File: config.mk
export PLATFORM = sky130hd
export DESIGN_NAME = fetch_ctrl
export DESIGN_NICKNAME = d
export VERILOG_FILES = /design/src/rtl/fetch_ctrl_pkg.sv /design/src/rtl/fetch_perf_cnt.sv /design/src/rtl/fetch_ctrl.sv
export SDC_FILE = /design/constraint.sdc
export NUM_CORES = 1
export LEC_CHECK = 0
export BUFFER_PORTS_ARGS = -buffer_cell sky130_fd_sc_hd__buf_2
export CORE_UTILIZATION = 54
export DETAILED_ROUTE_END_ITERATION = 16
export PLACE_DENSITY = 0.86
export SYNTH_ARGS = -nofsm -noshare
export SYNTH_HDL_FRONTEND = slang
export SYNTH_SLANG_ARGS = --single-unit
export TNS_END_PERCENT = 100
File: constraint.sdc
create_clock -name i_clk -period 12.1 [get_ports i_clk]
set_input_delay 3.63 -clock i_clk [delete_from_list [all_inputs] [get_ports i_clk]]
set_output_delay 3.63 -clock i_clk [all_outputs]
set_load 0.01 [all_outputs]
File: src/rtl/fetch_ctrl_pkg.sv
// fetch_ctrl_pkg: shared types and constants for the instruction-fetch sequencer.
// Holds the FSM state encoding, the default exit opcode and the opcode field
// position used to recognise the exit word.
package fetch_ctrl_pkg;

  typedef enum logic [1:0] {
    ST_IDLE  = 2'd0,
    ST_FETCH = 2'd1,
    ST_DRAIN = 2'd2,
    ST_HALT  = 2'd3
  } fetch_state_e;

  // Opcode field of a 32-bit instruction word.
  localparam int OPC_LSB = 0;
  localparam int OPC_MSB = 6;

  // Opcode values.
  localparam logic [6:0] HALT_OPCODE_DEF = 7'b1111111;
  localparam logic [6:0] OPC_OP          = 7'b0110011;

  // Width of the drain down-counter.
  localparam int DRAIN_CNT_W = 8;

  function automatic logic [6:0] opcode_of(input logic [31:0] instr);
    return instr[OPC_MSB:OPC_LSB];
  endfunction

endpackage

File: src/rtl/fetch_perf_cnt.sv
// fetch_perf_cnt: saturating event counter with synchronous clear.
// Holds at all-ones instead of wrapping so a long run never reads as short.
module fetch_perf_cnt #(
  parameter int W = 32
) (
  input  logic         i_clk,
  input  logic         i_reset,
  input  logic         i_clear,
  input  logic         i_inc,
  output logic [W-1:0] o_count
);

  logic [W-1:0] r_count;

  // Count events, clear on request, stop at all-ones.
  always_ff @(posedge i_clk or posedge i_reset) begin
    if (i_reset) begin
      r_count <= '0;
    end else if (i_clear) begin
      r_count <= '0;
    end else if (i_inc && (r_count != '1)) begin
      r_count <= r_count + 1'b1;
    end
  end

  assign o_count = r_count;

endmodule

File: src/rtl/fetch_ctrl.sv
// fetch_ctrl: instruction-fetch sequencer feeding the IF/ID register.
// Handles start, load-use stall, EX redirect, program exit with a drain
// window, and a fetch-window limit. Build macro FETCH_PERF_EN adds
// cycle/stall/flush counters and their output ports.
//
// state | meaning
// ------+-----------------------------------------------------------
// IDLE  | waiting for start, pc parked at RESET_PC
// FETCH | fetching one word per non-stall cycle
// DRAIN | exit word issued, waiting DRAIN_CYCLES for pipeline retire
// HALT  | program finished or overran; only start/reset leave
module fetch_ctrl
  import fetch_ctrl_pkg::*;
#(
  parameter logic [31:0] RESET_PC     = 32'h0000_0000,
  parameter logic [6:0]  HALT_OPCODE  = HALT_OPCODE_DEF,
  parameter int          DRAIN_CYCLES = 4,
  parameter logic [31:0] PC_LIMIT     = 32'd124
) (
  input  logic        i_clk,
  input  logic        i_reset,
  input  logic        i_start,
  input  logic        i_stall,
  input  logic        i_branch_taken,
  input  logic [31:0] i_branch_target,
  input  logic [31:0] i_instr,
  output logic [31:0] o_pc,
  output logic        o_imem_stall,
  output logic        o_if_valid,
  output logic [31:0] o_if_instr,
  output logic [31:0] o_if_pc,
  output logic        o_flush,
  output logic        o_halted,
  output logic        o_overrun
`ifdef FETCH_PERF_EN
  ,
  output logic [31:0] o_cyc_count,
  output logic [31:0] o_stall_count,
  output logic [31:0] o_flush_count
`endif
);

  fetch_state_e           r_state, w_state_nxt;
  logic [31:0]            r_pc, w_pc_nxt;
  logic                   r_if_valid, w_if_valid_nxt;
  logic [31:0]            r_if_instr, w_if_instr_nxt;
  logic [31:0]            r_if_pc, w_if_pc_nxt;
  logic                   r_overrun, w_overrun_nxt;
  logic [DRAIN_CNT_W-1:0] r_drain_cnt, w_drain_nxt;
  logic                   w_redirect;
  logic                   w_flush;

  assign w_redirect = i_branch_taken && ((r_state == ST_FETCH) || (r_state == ST_DRAIN));

  // Next-state and next-payload decode; redirect outranks stall and advance.
  always_comb begin
    w_state_nxt    = r_state;
    w_pc_nxt       = r_pc;
    w_if_valid_nxt = r_if_valid;
    w_if_instr_nxt = r_if_instr;
    w_if_pc_nxt    = r_if_pc;
    w_overrun_nxt  = r_overrun;
    w_drain_nxt    = r_drain_cnt;
    w_flush        = 1'b0;
    if (w_redirect) begin
      w_flush        = 1'b1;
      w_if_valid_nxt = 1'b0;
      w_drain_nxt    = '0;
      // A target outside the window is never fetched.
      if (i_branch_target > PC_LIMIT) begin
        w_overrun_nxt = 1'b1;
        w_state_nxt   = ST_HALT;
      end else begin
        w_pc_nxt    = i_branch_target;
        w_state_nxt = ST_FETCH;
      end
    end else begin
      case (r_state)
        ST_IDLE: begin
          w_pc_nxt       = RESET_PC;
          w_if_valid_nxt = 1'b0;
          if (i_start) w_state_nxt = ST_FETCH;
        end
        ST_FETCH: begin
          if (!i_stall) begin
            w_if_instr_nxt = i_instr;
            w_if_pc_nxt    = r_pc;
            w_if_valid_nxt = 1'b1;
            if (opcode_of(i_instr) == HALT_OPCODE) begin
              w_state_nxt = ST_DRAIN;
              w_drain_nxt = DRAIN_CNT_W'(DRAIN_CYCLES);
            end else if (r_pc >= PC_LIMIT) begin
              // Last legal word goes out; pc is frozen rather than wrapped.
              w_overrun_nxt = 1'b1;
              w_state_nxt   = ST_HALT;
            end else begin
              w_pc_nxt = r_pc + 32'd4;
            end
          end
        end
        ST_DRAIN: begin
          w_if_valid_nxt = 1'b0;
          if (!i_stall) begin
            // Terminal count at 1 so HALT lands DRAIN_CYCLES edges after exit.
            if (r_drain_cnt <= DRAIN_CNT_W'(1)) begin
              w_drain_nxt = '0;
              w_state_nxt = ST_HALT;
            end else begin
              w_drain_nxt = r_drain_cnt - 1'b1;
            end
          end
        end
        ST_HALT: begin
          w_if_valid_nxt = 1'b0;
          if (i_start) begin
            w_pc_nxt      = RESET_PC;
            w_overrun_nxt = 1'b0;
            w_state_nxt   = ST_FETCH;
          end
        end
        default: w_state_nxt = ST_IDLE;
      endcase
    end
  end

  // State and payload registers.
  always_ff @(posedge i_clk or posedge i_reset) begin
    if (i_reset) begin
      r_state     <= ST_IDLE;
      r_pc        <= RESET_PC;
      r_if_valid  <= 1'b0;
      r_if_instr  <= '0;
      r_if_pc     <= '0;
      r_overrun   <= 1'b0;
      r_drain_cnt <= '0;
    end else begin
      r_state     <= w_state_nxt;
      r_pc        <= w_pc_nxt;
      r_if_valid  <= w_if_valid_nxt;
      r_if_instr  <= w_if_instr_nxt;
      r_if_pc     <= w_if_pc_nxt;
      r_overrun   <= w_overrun_nxt;
      r_drain_cnt <= w_drain_nxt;
    end
  end

  assign o_pc         = r_pc;
  assign o_imem_stall = (r_state == ST_FETCH) ? i_stall : 1'b1;
  assign o_if_valid   = r_if_valid;
  assign o_if_instr   = r_if_instr;
  assign o_if_pc      = r_if_pc;
  assign o_flush      = w_flush;
  assign o_halted     = (r_state == ST_HALT);
  assign o_overrun    = r_overrun;

`ifdef FETCH_PERF_EN
  logic w_perf_active;
  logic w_perf_clear;

  assign w_perf_active = (r_state == ST_FETCH) || (r_state == ST_DRAIN);
  assign w_perf_clear  = i_start && ((r_state == ST_IDLE) || (r_state == ST_HALT));

  fetch_perf_cnt #(.W(32)) u_cyc_cnt (
    .i_clk   (i_clk),
    .i_reset (i_reset),
    .i_clear (w_perf_clear),
    .i_inc   (w_perf_active),
    .o_count (o_cyc_count)
  );

  fetch_perf_cnt #(.W(32)) u_stall_cnt (
    .i_clk   (i_clk),
    .i_reset (i_reset),
    .i_clear (w_perf_clear),
    .i_inc   (w_perf_active && i_stall),
    .o_count (o_stall_count)
  );

  fetch_perf_cnt #(.W(32)) u_flush_cnt (
    .i_clk   (i_clk),
    .i_reset (i_reset),
    .i_clear (w_perf_clear),
    .i_inc   (w_flush),
    .o_count (o_flush_count)
  );
`endif

endmodule

# --- Word level (Yosys, flattened, before mapping) ---
# Cells that the tools add are included.
totals:
  register_bits: 108
  latchBits: 0
  mem_bits_rw: 0
  mem_bits_ro: 0
  in_bits: 69
  out_inout_bits: 101
  wordCells: 77
  n_memories: 0
classes:
  n_addsub: 2
  n_mul: 0
  div_mod_pow: 0
  magnitude_cmp: 3
  eq_ne: 16
  shifts: 0
  mux: 34
  bitwise_logic: 2
  n_reduce_logical: 13
ops:
  columns: ["cell", "count"]
  rows:
  - ["32-bit two-way mux", 6]
  - ["32-bit one-hot mux with 3 select lines", 1]
  - ["8-bit two-way mux", 5]
  - ["32-bit by 3-bit adder with 32-bit output (second input constant)", 1]
  - ["32-bit by 7-bit greater-or-equal comparator with 1-bit output (second input constant)", 1]
  - ["32-bit by 7-bit greater-than comparator with 1-bit output (second input constant)", 1]
  - ["2-bit two-way mux", 8]
  - ["8-bit one-hot mux with 2 select lines", 1]
  - ["3-bit by 2-bit inequality test with 1-bit output (second input constant)", 4]
  - ["3-bit inequality test (second input constant)", 4]
  - ["6-bit AND reduction", 2]
  - ["1-bit two-way mux", 10]
  - ["8-bit by 1-bit <= comparator with 1-bit output (second input constant)", 1]
  - ["8-bit by 1-bit subtractor with 8-bit output (second input constant)", 1]
  - ["7-bit equality test (second input constant)", 1]
  - ["2-bit one-hot mux with 3 select lines", 1]
  - ["3-bit nonzero test", 2]
  - ["5-bit AND reduction", 1]
  - ["2-bit equality test (second input constant)", 2]
  - ["4-bit by 2-bit inequality test with 1-bit output (second input constant)", 1]
  - ["1-bit one-hot mux with 2 select lines", 2]
  - ["4-bit AND reduction", 1]
  - ["4-bit nonzero test", 1]
  - ["3-bit by 1-bit inequality test with 1-bit output (second input constant)", 1]
  - ["other kinds (10)", 11]

# --- Depth between registers and ports, before layout ---
# Gate-level depths: netlist of the first run.
depth:
  word_depth: 6
  mapped_depth: 9
  ltp_nobuf: 8

# --- Worst setup path after synthesis of the first run ---
# No wires, ideal clock.
synth_path:
  path_type: "input port to output port"
  from: "input i_branch_taken"
  to: "output o_flush"
  t_arrival_ps: 4257
  t_required_ps: 8470
  path_slack_ps: 4213
  path_stages: 3
  n_path_buf: 1
  path_cell_list: "nand2_1 inv_1 buf_2"
synth_via:
  elab_chain_len: 2
synth_rtl:
  columns: ["element", "line", "text"]
  rows:
  - ["start: declaration", "fetch_ctrl.sv:24", "input logic i_branch_taken,"]
  - ["1-bit logical AND", "fetch_ctrl.sv:53", "assign w_redirect = i_branch_taken && ((r_state == ST_FETCH) || (r_state == ST_DRAIN));"]
  - ["1-bit two-way mux", "fetch_ctrl.sv:65", "if (w_redirect) begin"]
  - ["end: declaration", "fetch_ctrl.sv:32", "output logic o_flush,"]
# Every way passes these cells.

# --- Worst setup path after layout of the first run ---
# Same ends and word-level chain as after synthesis.

==> qor.yml, run 1 <==
maxCapViolCount: 0
antenna_found_initial: 0
rows: 34
finalSetupTns_ps: 0
peakVddDrop_mv: 0.118
ys_seq_area_frac: 0.563
p_switching_uw: 426
h-tree-depth: 3
rsz0062_at_grt: "no"
hold_buffers: 0
worstRegToRegCells: 7
grt_pass1_wl_um: 16400
syn_inst: 374
routed-via-count: 3693
synth_seq_cells: 108
cp_max_fo: 15
p_seq_frac: 0.431
die_h_um: 96.3
power_density_mw_per_mm2: 199
port_buffers: 169
slowest_stage: "inv_1"
antenna-diode-count: 0
firstDrtPassIters: 5
hp-class: "reg -> reg"
numCtsBuffers: 9
drive_gt1_frac: 0.487
cts_max_path_buffers: 2
cp-start-kind: "input pin"
timing.rr.end: "o_if_pc[17]"
fill_cells: 658
area_delta_synth_final_pct: 22.9
cts_tree: "built"
synth_edf_count: 0
path_cells: "buf_2 -> nand2_1 -> inv_1 -> buf_2"
hpwl_um: 7950
grt_usage: 0.235
grt_pass1_vias: 3456
die-area_mm2: 0.00928
cts_resized: 0
slew_headroom: 0.281
worstMarginPinSlew_ps: 1080
rr_startpoint: "r_state[0]"
internal_power_uw: 747
status: "finished clean"
routedWlPerCell_um: 16.7
end_kind: "output pin"
ys_async_sr_fraction: 1.00
start_util: 0.554
die_w_um: 96.3
worstPathRequired_ps: 8470
max_freq_ghz: 0.121
worst_ep_arrival_time_ps: 4660
cp_common_cell: "buf_2"
numClockSinks: 108
place_congestion: 0.873
finalCriticalPeriod_ps: 8290
dp.cells: 640
nNetsFinal: 621
stdcell_count: 656
io_pins: 170
clk-insertion-delay-late_ps: 370
min_from: "r_drain_cnt[7]"
power_frac_comb: 0.375
drc: 0
p_sw_frac: 0.363
timing_hold_violations_final: 0
cts_setup_buffers: 0
path_clk_slew_ps: 90
drv_slew: 0
syn_avg_cell_area_um2: 12.8
antenna_left: 0
overflow: 0
hold_end: "r_drain_cnt[7]"
drt_iter0_drc: 232
path_class: "in -> out"
finalSetupViolCount: 0
synthesis.area_mm2: 0.00480
coreArea_mm2: 0.00868
r2r_slack_ps: 8960
grt_max_degree: 90
skew_ps: 14.4
p_leak_uw: 0.00305
finalCritPeriodShare: 0.685
hold_path_depth: 1
slowest_delay_ps: 460
synth.distinct_cells: 51
wl_um: 10900
ys.flop_type: "dfrtp_1"
synth_fp_nets: 452
clockPowerShare: 0.194
yosys_warnings: 0
viasPerCell: 5.63
root_buffer: "clkbuf_8"
-- per-layer routing --
layer	vias up	global-route usage	wire (um)
met5	-	0	0
met4	0	0.0858	266
met3	27	0.0616	750
met2	155	0.384	5320
met1	1808	0.303	4610
li1	1703	-	-
-- power by group through the flow --
stage	sequential (uW)	combinational [uW]	clock [uW]
floorplan	542	270	0
global placement	505	429	0
detailed placement	512	441	0
CTS	506	441	235
global route	519	484	247
finish	505	440	228
-- state kept, by name, indices dropped and copies added, names as in the netlist --
| name | cells |
|---|---|
| o_if_instr | 32 |
| o_if_pc | 32 |
| o_if_valid | 1 |
| o_overrun | 1 |
| o_pc | 32 |
| r_drain_cnt | 8 |
| r_state | 2 |
-- worst max-delay path, delay by kind of cell --
kind                   cells  cell delay [ps]
buffers and inverters      3              820
and+or+nand+nor            1              210
-- worst max path at each step --
stage	start	to	slack [ps]	cells after the start
floorplan	i_branch_taken	o_flush	4210	3
global placement	i_branch_taken	o_flush	3870	4
detailed placement	i_branch_taken	o_flush	3830	4
CTS	i_branch_taken	o_flush	3820	4
global route	i_branch_taken	o_flush	3740	4
finish	i_branch_taken	o_flush	3810	4
-- placed cells by master, fill, tap and decap left out, types with 9 or more instances in the layout --
master | synthesis | layout
o21ai_0 | 13 | 13
nor4_1 | 12 | 12
dfrtp_1 | 108 | 108
mux2_2 | 64 | 64
clkbuf_8 | 0 | 9
inv_1 | 12 | 11
buf_2 | 2 | 169
ha_1 | 9 | 9
nand4_1 | 9 | 9
and2_1 | 22 | 22
nand2_1 | 19 | 19
nor2_1 | 14 | 14
-- metrics by stage --
| step | util | setup slack (ps) | cell area (um2) | power [uW] | hold WS (ps) |
|---|---|---|---|---|---|
| after floorplan | - | 4210 | 4800 | 812 | 442 |
| after global placement | 0.656 | 3870 | 5700 | 934 | 469 |
| after detailed placement | 0.656 | 3830 | 5700 | 953 | 490 |
| after CTS | 0.680 | 3820 | 5900 | 1180 | 514 |
| after global routing | 0.680 | 3740 | 5900 | 1250 | 525 |
| final | 0.680 | 3810 | 5900 | 1170 | 508 |
-- kinds of logic (layout without fill, tap and decap cells) --
group	count (synthesis)	after routing	synth area share
buf+inv	25	199	0.0326
compound gates	58	58	0.0971
flops	108	108	0.562
simple gates	106	106	0.125
mux	68	68	0.159
fa+ha+maj	9	9	0.0234
-- synthesized netlist by cell type, types with 4 or more instances --
master / n / share of area
dfrtp_1: 108 / 0.56
mux2_2: 64 / 0.15
and2_1: 22 / 0.029
nand2_1: 19 / 0.015
nor2_1: 14 / 0.011
o21ai_0: 13 / 0.014
inv_1: 12 / 0.0094
nor4_1: 12 / 0.016
ha_1: 9 / 0.023
nand4_1: 9 / 0.012
buf_6: 8 / 0.019
nor3_1: 7 / 0.0073
o31ai_1: 6 / 0.0094
a21oi_1: 5 / 0.0052
nand3_1: 5 / 0.0052
o21a_1: 4 / 0.0063
or3_1: 4 / 0.0052
-- final cells by class --
type | instances | area (um2) | share of cell area
clock buffer | 9 | 124 | 0.0210
clock inverter | 7 | 82.6 | 0.0140
inverter | 12 | 47.5 | 0.00805
multi-input combinational | 241 | 1950 | 0.330
sequential | 108 | 2700 | 0.458
tap | 108 | 135 | 0.0229
timing repair buffer | 171 | 861 | 0.146
(Power assumes the default switching activity.)
==> inputs of run 2 (changes only) <==
--- a/config.mk
+++ b/config.mk
@@ -6,9 +6,9 @@
 export NUM_CORES = 1
 export LEC_CHECK = 0
 export BUFFER_PORTS_ARGS = -buffer_cell sky130_fd_sc_hd__buf_2
-export CORE_UTILIZATION = 54
+export CORE_UTILIZATION = 45
 export DETAILED_ROUTE_END_ITERATION = 16
-export PLACE_DENSITY = 0.86
+export PLACE_DENSITY = 0.76
 export SYNTH_ARGS = -nofsm -noshare
 export SYNTH_HDL_FRONTEND = slang
 export SYNTH_SLANG_ARGS = --single-unit
==> constraint.sdc (replaced) <==
create_clock -name i_clk -period 6.7 [get_ports i_clk]
set_input_delay 2.01 -clock i_clk [delete_from_list [all_inputs] [get_ports i_clk]]
set_output_delay 2.01 -clock i_clk [all_outputs]
set_load 0.01 [all_outputs]
==> run 2 against run 1 <==
Clock skew rose by 4.0 ps. Sequential power increased by 81%. Cell count up 4.3%. Via count decreased by 0.38%. Sequential share of layout area down 0.22 points. Utilization decreased by 11 points. Clock power up 75%.
==> qor.yml, run 2 (same netlist as run 1, synthesis figures left out) <==
status: "finished clean"
p_total_uw: 2110  # +80%
cp_max_fo: 15  # unchanged
drive_gt1_frac: 0.487  # unchanged
io_pins: 170  # unchanged
hpwl_um: 8310  # +4.5%
cp_common_cell: "buf_2"
fill_cells: 884  # +34%
rsz0062_at_grt: "no"
slew_headroom: 0.386  # +0.106
antenna-diode-count: 0  # unchanged
peakVddDrop_mv: 0.180  # +53%
rows: 37  # +8.8%
slowest_delay_ps: 470  # about the same
drv_slew: 0  # unchanged
start_util: 0.465  # -0.0882
finalCriticalPeriod_ps: 5080
most-common-layout-cells: "buf_2 (169), dfrtp_1 (108), mux2_2 (64)"
grt_pass1_wl_um: 18300  # +11%
maxCapViolCount: 0  # unchanged
die_w_um: 105  # +9.3%
cts_setup_buffers: 0  # unchanged
routedWlPerCell_um: 16.4  # -1.9%
nNetsFinal: 621  # unchanged
cts_tree: "built"
cp-start-kind: "input pin"
slowest_stage: "inv_1"
port_buffers: 169  # unchanged
p_leak_uw: 0.00305  # about the same
worstPathRequired_ps: 4690  # -3780 ps
cts_max_path_buffers: 2  # unchanged
cp_top_family: "buffers and inverters"
hp-class: "reg -> reg"
end_kind: "output pin"
postPlaceCellArea_mm2: 0.00573  # +0.62%
drc: 0  # unchanged
viasPerCell: 5.38  # -4.5%
max_freq_ghz: 0.197
wl_um: 11200  # +2.3%
worst-path-buf-inv: 3  # unchanged
die_h_um: 105  # +9.3%
antenna_found_initial: 0  # unchanged
overflow: 0  # unchanged
clk-insertion-delay-late_ps: 380  # about the same
numCtsBuffers: 9  # unchanged
cts_resized: 0  # unchanged
r2r_slack_ps: 3420  # -5540 ps
worstMarginPinSlew_ps: 917  # -162 ps
path_class: "in -> out"
grt_max_degree: 59  # -34%
grt_pass1_vias: 3752  # +8.6%
final_area_mm2: 0.00593  # +0.49%
finalSetupTns_ps: 0  # unchanged
path_cells: "buf_2 -> nand2_1 -> inv_1 -> buf_2"
drt_iter0_drc: 161  # -31%
firstDrtPassIters: 4  # -1
grt_usage: 0.207  # -0.0278
area_delta_synth_final_pct: 23.5
skew_ps: 18.4  # +3.99 ps
path_clk_slew_ps: 100  # about the same
antenna_left: 0  # unchanged
finalSetupViolCount: 0  # unchanged
power_density_mw_per_mm2: 356  # +79%
layout_commonest_cell: "buf_2"
routed-via-count: 3679  # -0.38%
numClockSinks: 108  # unchanged
coreArea_mm2: 0.0103  # +19%
finalCritPeriodShare: 0.758
worst_ep_arrival_time_ps: 3070  # -1590 ps
hold_buffers: 0  # unchanged
place_congestion: 0.904  # +3.6%
die-area_mm2: 0.0111  # +20%
timing_hold_violations_final: 0  # unchanged
h-tree-depth: 3  # unchanged
root_buffer: "clkbuf_8"
-- run 2: final cells by class --
class | instances | area [um2] | area share
Tap cell | 136 | 170 | 0.0287
Inverter | 12 | 47.5 | 0.00802
Clock buffer | 9 | 124 | 0.0209
Timing Repair Buffer | 171 | 861 | 0.145
Clock inverter | 7 | 76.3 | 0.0129
Multi-Input combinational cell | 241 | 1950 | 0.329
Sequential cell | 108 | 2700 | 0.456
-- run 2: path summary, 6_finish.rpt --
kind | startpoint | end | cells past startpoint
hold / removal | r_drain_cnt[7] | r_drain_cnt[7] | 1
setup reg to reg | r_state[0] | o_if_instr[12] | 7
min in group asynchronous | i_reset | o_if_instr[17] | 2
hold reg to reg | r_drain_cnt[7] | r_drain_cnt[7] | 1
setup / recovery | i_branch_taken | o_flush | 4
max in group asynchronous | i_reset | o_pc[5] | 3
-- run 2: metal layers --
metal  up-vias  share of wire  global-route usage
met4         0          0.020              0.0795
met1      1831           0.43               0.269
met3        18          0.045              0.0383
li1       1706              -                   -
met2       124           0.51               0.345
met5         -              0                   0
-- run 2: report_power, final --
group	leakage, uW	switching (uW)	internal (uW)
Clock	0.0000961	250	149
Combinational	0.00155	439	364
Sequential	0.00141	105	807
Total	0.00305	794	1320
-- run 2: worst register-to-register path, cell delays in order (launching register included) --
cell and delay [ps]:
dfrtp_1 480, inv_1 100, ha_1 360, nand2_1 290
nand2_1 260, nor2_4 720, buf_4 550, mux2_2 420
-- run 2: stage by stage --
| stage | hold WS [ps] | util | setup WS [ps] | instances |
|---|---|---|---|---|
| after floorplan | 442 | - | 1840 | 374 |
| after global placement | 473 | 0.555 | 1700 | 668 |
| after detailed placement | 490 | 0.555 | 1640 | 668 |
| after CTS | 508 | 0.575 | 1640 | 684 |
| after global routing | 523 | 0.575 | 1540 | 684 |
| final | 502 | 0.575 | 1620 | 684 |
==> inputs of run 3 (changes only) <==
==> constraint.sdc (replaced) <==
create_clock -name i_clk -period 4.45 [get_ports i_clk]
set_input_delay 1.335 -clock i_clk [delete_from_list [all_inputs] [get_ports i_clk]]
set_output_delay 1.335 -clock i_clk [all_outputs]
set_load 0.01 [all_outputs]
==> run 3 against run 2 <==
Non-clock buffer count grew 1. Die area is the same. Combinational power grew 51%. Cell count grew 0.15%. Power grew 52%. Critical path depth is the same. Highest routed layer unchanged. Register-to-register slack lost 1900 ps. Critical path type unchanged. Largest power group unchanged.
==> qor.yml, run 3 (same netlist as run 1, synthesis figures left out) <==
finalSetupTns_ps: 0  # unchanged
fin_ws_ps: 753  # -869 ps
crit_end: "o_flush"
nNetsFinal: 622  # +0.16%
die-area_mm2: 0.0111  # unchanged
hold_buffers: 0  # unchanged
end_kind: "output pin"
multi_input_area_mm2: 0.00195  # unchanged
drt_iter0_drc: 190  # +18%
start_util: 0.465  # unchanged
coreArea_mm2: 0.0103  # unchanged
layout_commonest_cell: "buf_2"
root_buffer: "clkbuf_8"
finalCritPeriodShare: 0.831
path_clk_slew_ps: 110  # about the same
fill_cells: 884  # unchanged
numClockSinks: 108  # unchanged
finalSetupViolCount: 0  # unchanged
skew_ps: 14.0  # -4.32 ps
stdcell_count: 685  # +0.15%
maxCapViolCount: 0  # unchanged
placement.setup.worst_slack_ps: 767  # -875 ps
cp-start-kind: "input pin"
routed-via-count: 3620  # -1.6%
timing.rr.end: "o_pc[3]"
die_w_um: 105  # unchanged
grt_usage: 0.204  # -0.00309
drc: 0  # unchanged
overflow: 0  # unchanged
path_class: "in -> out"
die_h_um: 105  # unchanged
timing_hold_violations_final: 0  # unchanged
worstPathRequired_ps: 3120  # -1570 ps
area_delta_synth_final_pct: 24.2
r2r_slack_ps: 1560  # -1860 ps
peakVddDrop_mv: 0.248  # +38%
grt_pass1_vias: 3592  # -4.3%
status: "finished clean"
numCtsBuffers: 9  # unchanged
postPlaceCellArea_mm2: 0.00575  # +0.35%
dp.cells: 669  # +0.15%
firstDrtPassIters: 4  # unchanged
cts_max_path_buffers: 2  # unchanged
slew_headroom: 0.398  # +0.0121
critPathLaunch: "i_branch_taken"
grt_pass1_wl_um: 17800  # -2.4%
cts_tree: "built"
worst_ep_arrival_time_ps: 2360  # -710 ps
drv_slew: 0  # unchanged
cts_setup_buffers: 0  # unchanged
max_freq_ghz: 0.270
port_buffers: 169  # unchanged
final_area_mm2: 0.00597  # +0.61%
antenna-diode-count: 0  # unchanged
seq_area_mm2: 0.00270  # unchanged
worstMarginPinSlew_ps: 899  # -18.0 ps
hold_path_depth: 1  # unchanged
routedWlPerCell_um: 15.7  # -4.0%
place_congestion: 0.916  # +1.4%
drive_gt1_frac: 0.488  # +0.000934
h-tree-depth: 3  # unchanged
grt_max_degree: 65  # +10%
rsz0062_at_grt: "no"
rows: 37  # unchanged
antenna_left: 0  # unchanged
finalCriticalPeriod_ps: 3700
hp-class: "reg -> reg"
power_density_mw_per_mm2: 539  # +51%
cts_resized: 0  # unchanged
p_leak_uw: 0.00307  # +0.48%
io_pins: 170  # unchanged
cp_max_fo: 15  # unchanged
viasPerCell: 5.28  # -1.7%
hpwl_um: 7920  # -4.6%
worstRegToRegCells: 7  # unchanged
most-common-layout-cells: "buf_2 (169), dfrtp_1 (108), mux2_2 (64)"
clk-insertion-delay-late_ps: 380  # about the same
rr_startpoint: "r_state[0]"
wl_um: 10800  # -3.8%
antenna_found_initial: 0  # unchanged
[run 3: cell types whose count changed in the layout (fill, tap and decap cells not counted), sizes merged]
cell    previous run  this run
buf              171       172
inv               16        15
bufinv             0         1
[run 3: worst max-delay path, stage by stage]
cell and delay (ps):
buf_2 130, nand2_1 220, inv_1 460, buf_2 230
[run 3: power by group]
group,switching (uW),total (uW),internal [uW]
registers,154,1370,1210
clock network,370,645,275
logic,651,1210,554
total,1180,3220,2040
[run 3: worst min path at each step]
stage                         startpoint              to
after CTS                 r_drain_cnt[7]  r_drain_cnt[7]
final                     r_drain_cnt[7]  r_drain_cnt[7]
after global placement    r_drain_cnt[7]  r_drain_cnt[7]
after detailed placement  r_drain_cnt[7]  r_drain_cnt[7]
after global routing      r_drain_cnt[7]  r_drain_cnt[7]
after floorplan           r_drain_cnt[7]  r_drain_cnt[7]
[run 3: final cells by class]
cell class | instances | share of cell area
flip-flops and latches | 108 | 0.453
multi-input cells | 241 | 0.327
repair buffers | 172 | 0.148
well taps | 136 | 0.0285
clock buffers | 9 | 0.0208
clock inverters | 7 | 0.0155
inverters | 12 | 0.00797
[run 3: layer usage]
layer | vias to the layer above | global-route usage | routed length [um]
met5 | - | 0 | 0
met4 | 0 | 0.0845 | 196
met3 | 15 | 0.0383 | 581
met2 | 121 | 0.337 | 5280
met1 | 1761 | 0.265 | 4710
li1 | 1723 | - | -
[run 3: metrics by stage]
stage	power, uW	hold WS, ps	utilization
2_1_floorplan	2210	442	-
3_3_place_gp	2560	471	0.557
3_5_place_dp	2600	482	0.557
4_1_cts	3250	498	0.578
5_1_grt	3410	509	0.578
6_report	3220	502	0.578
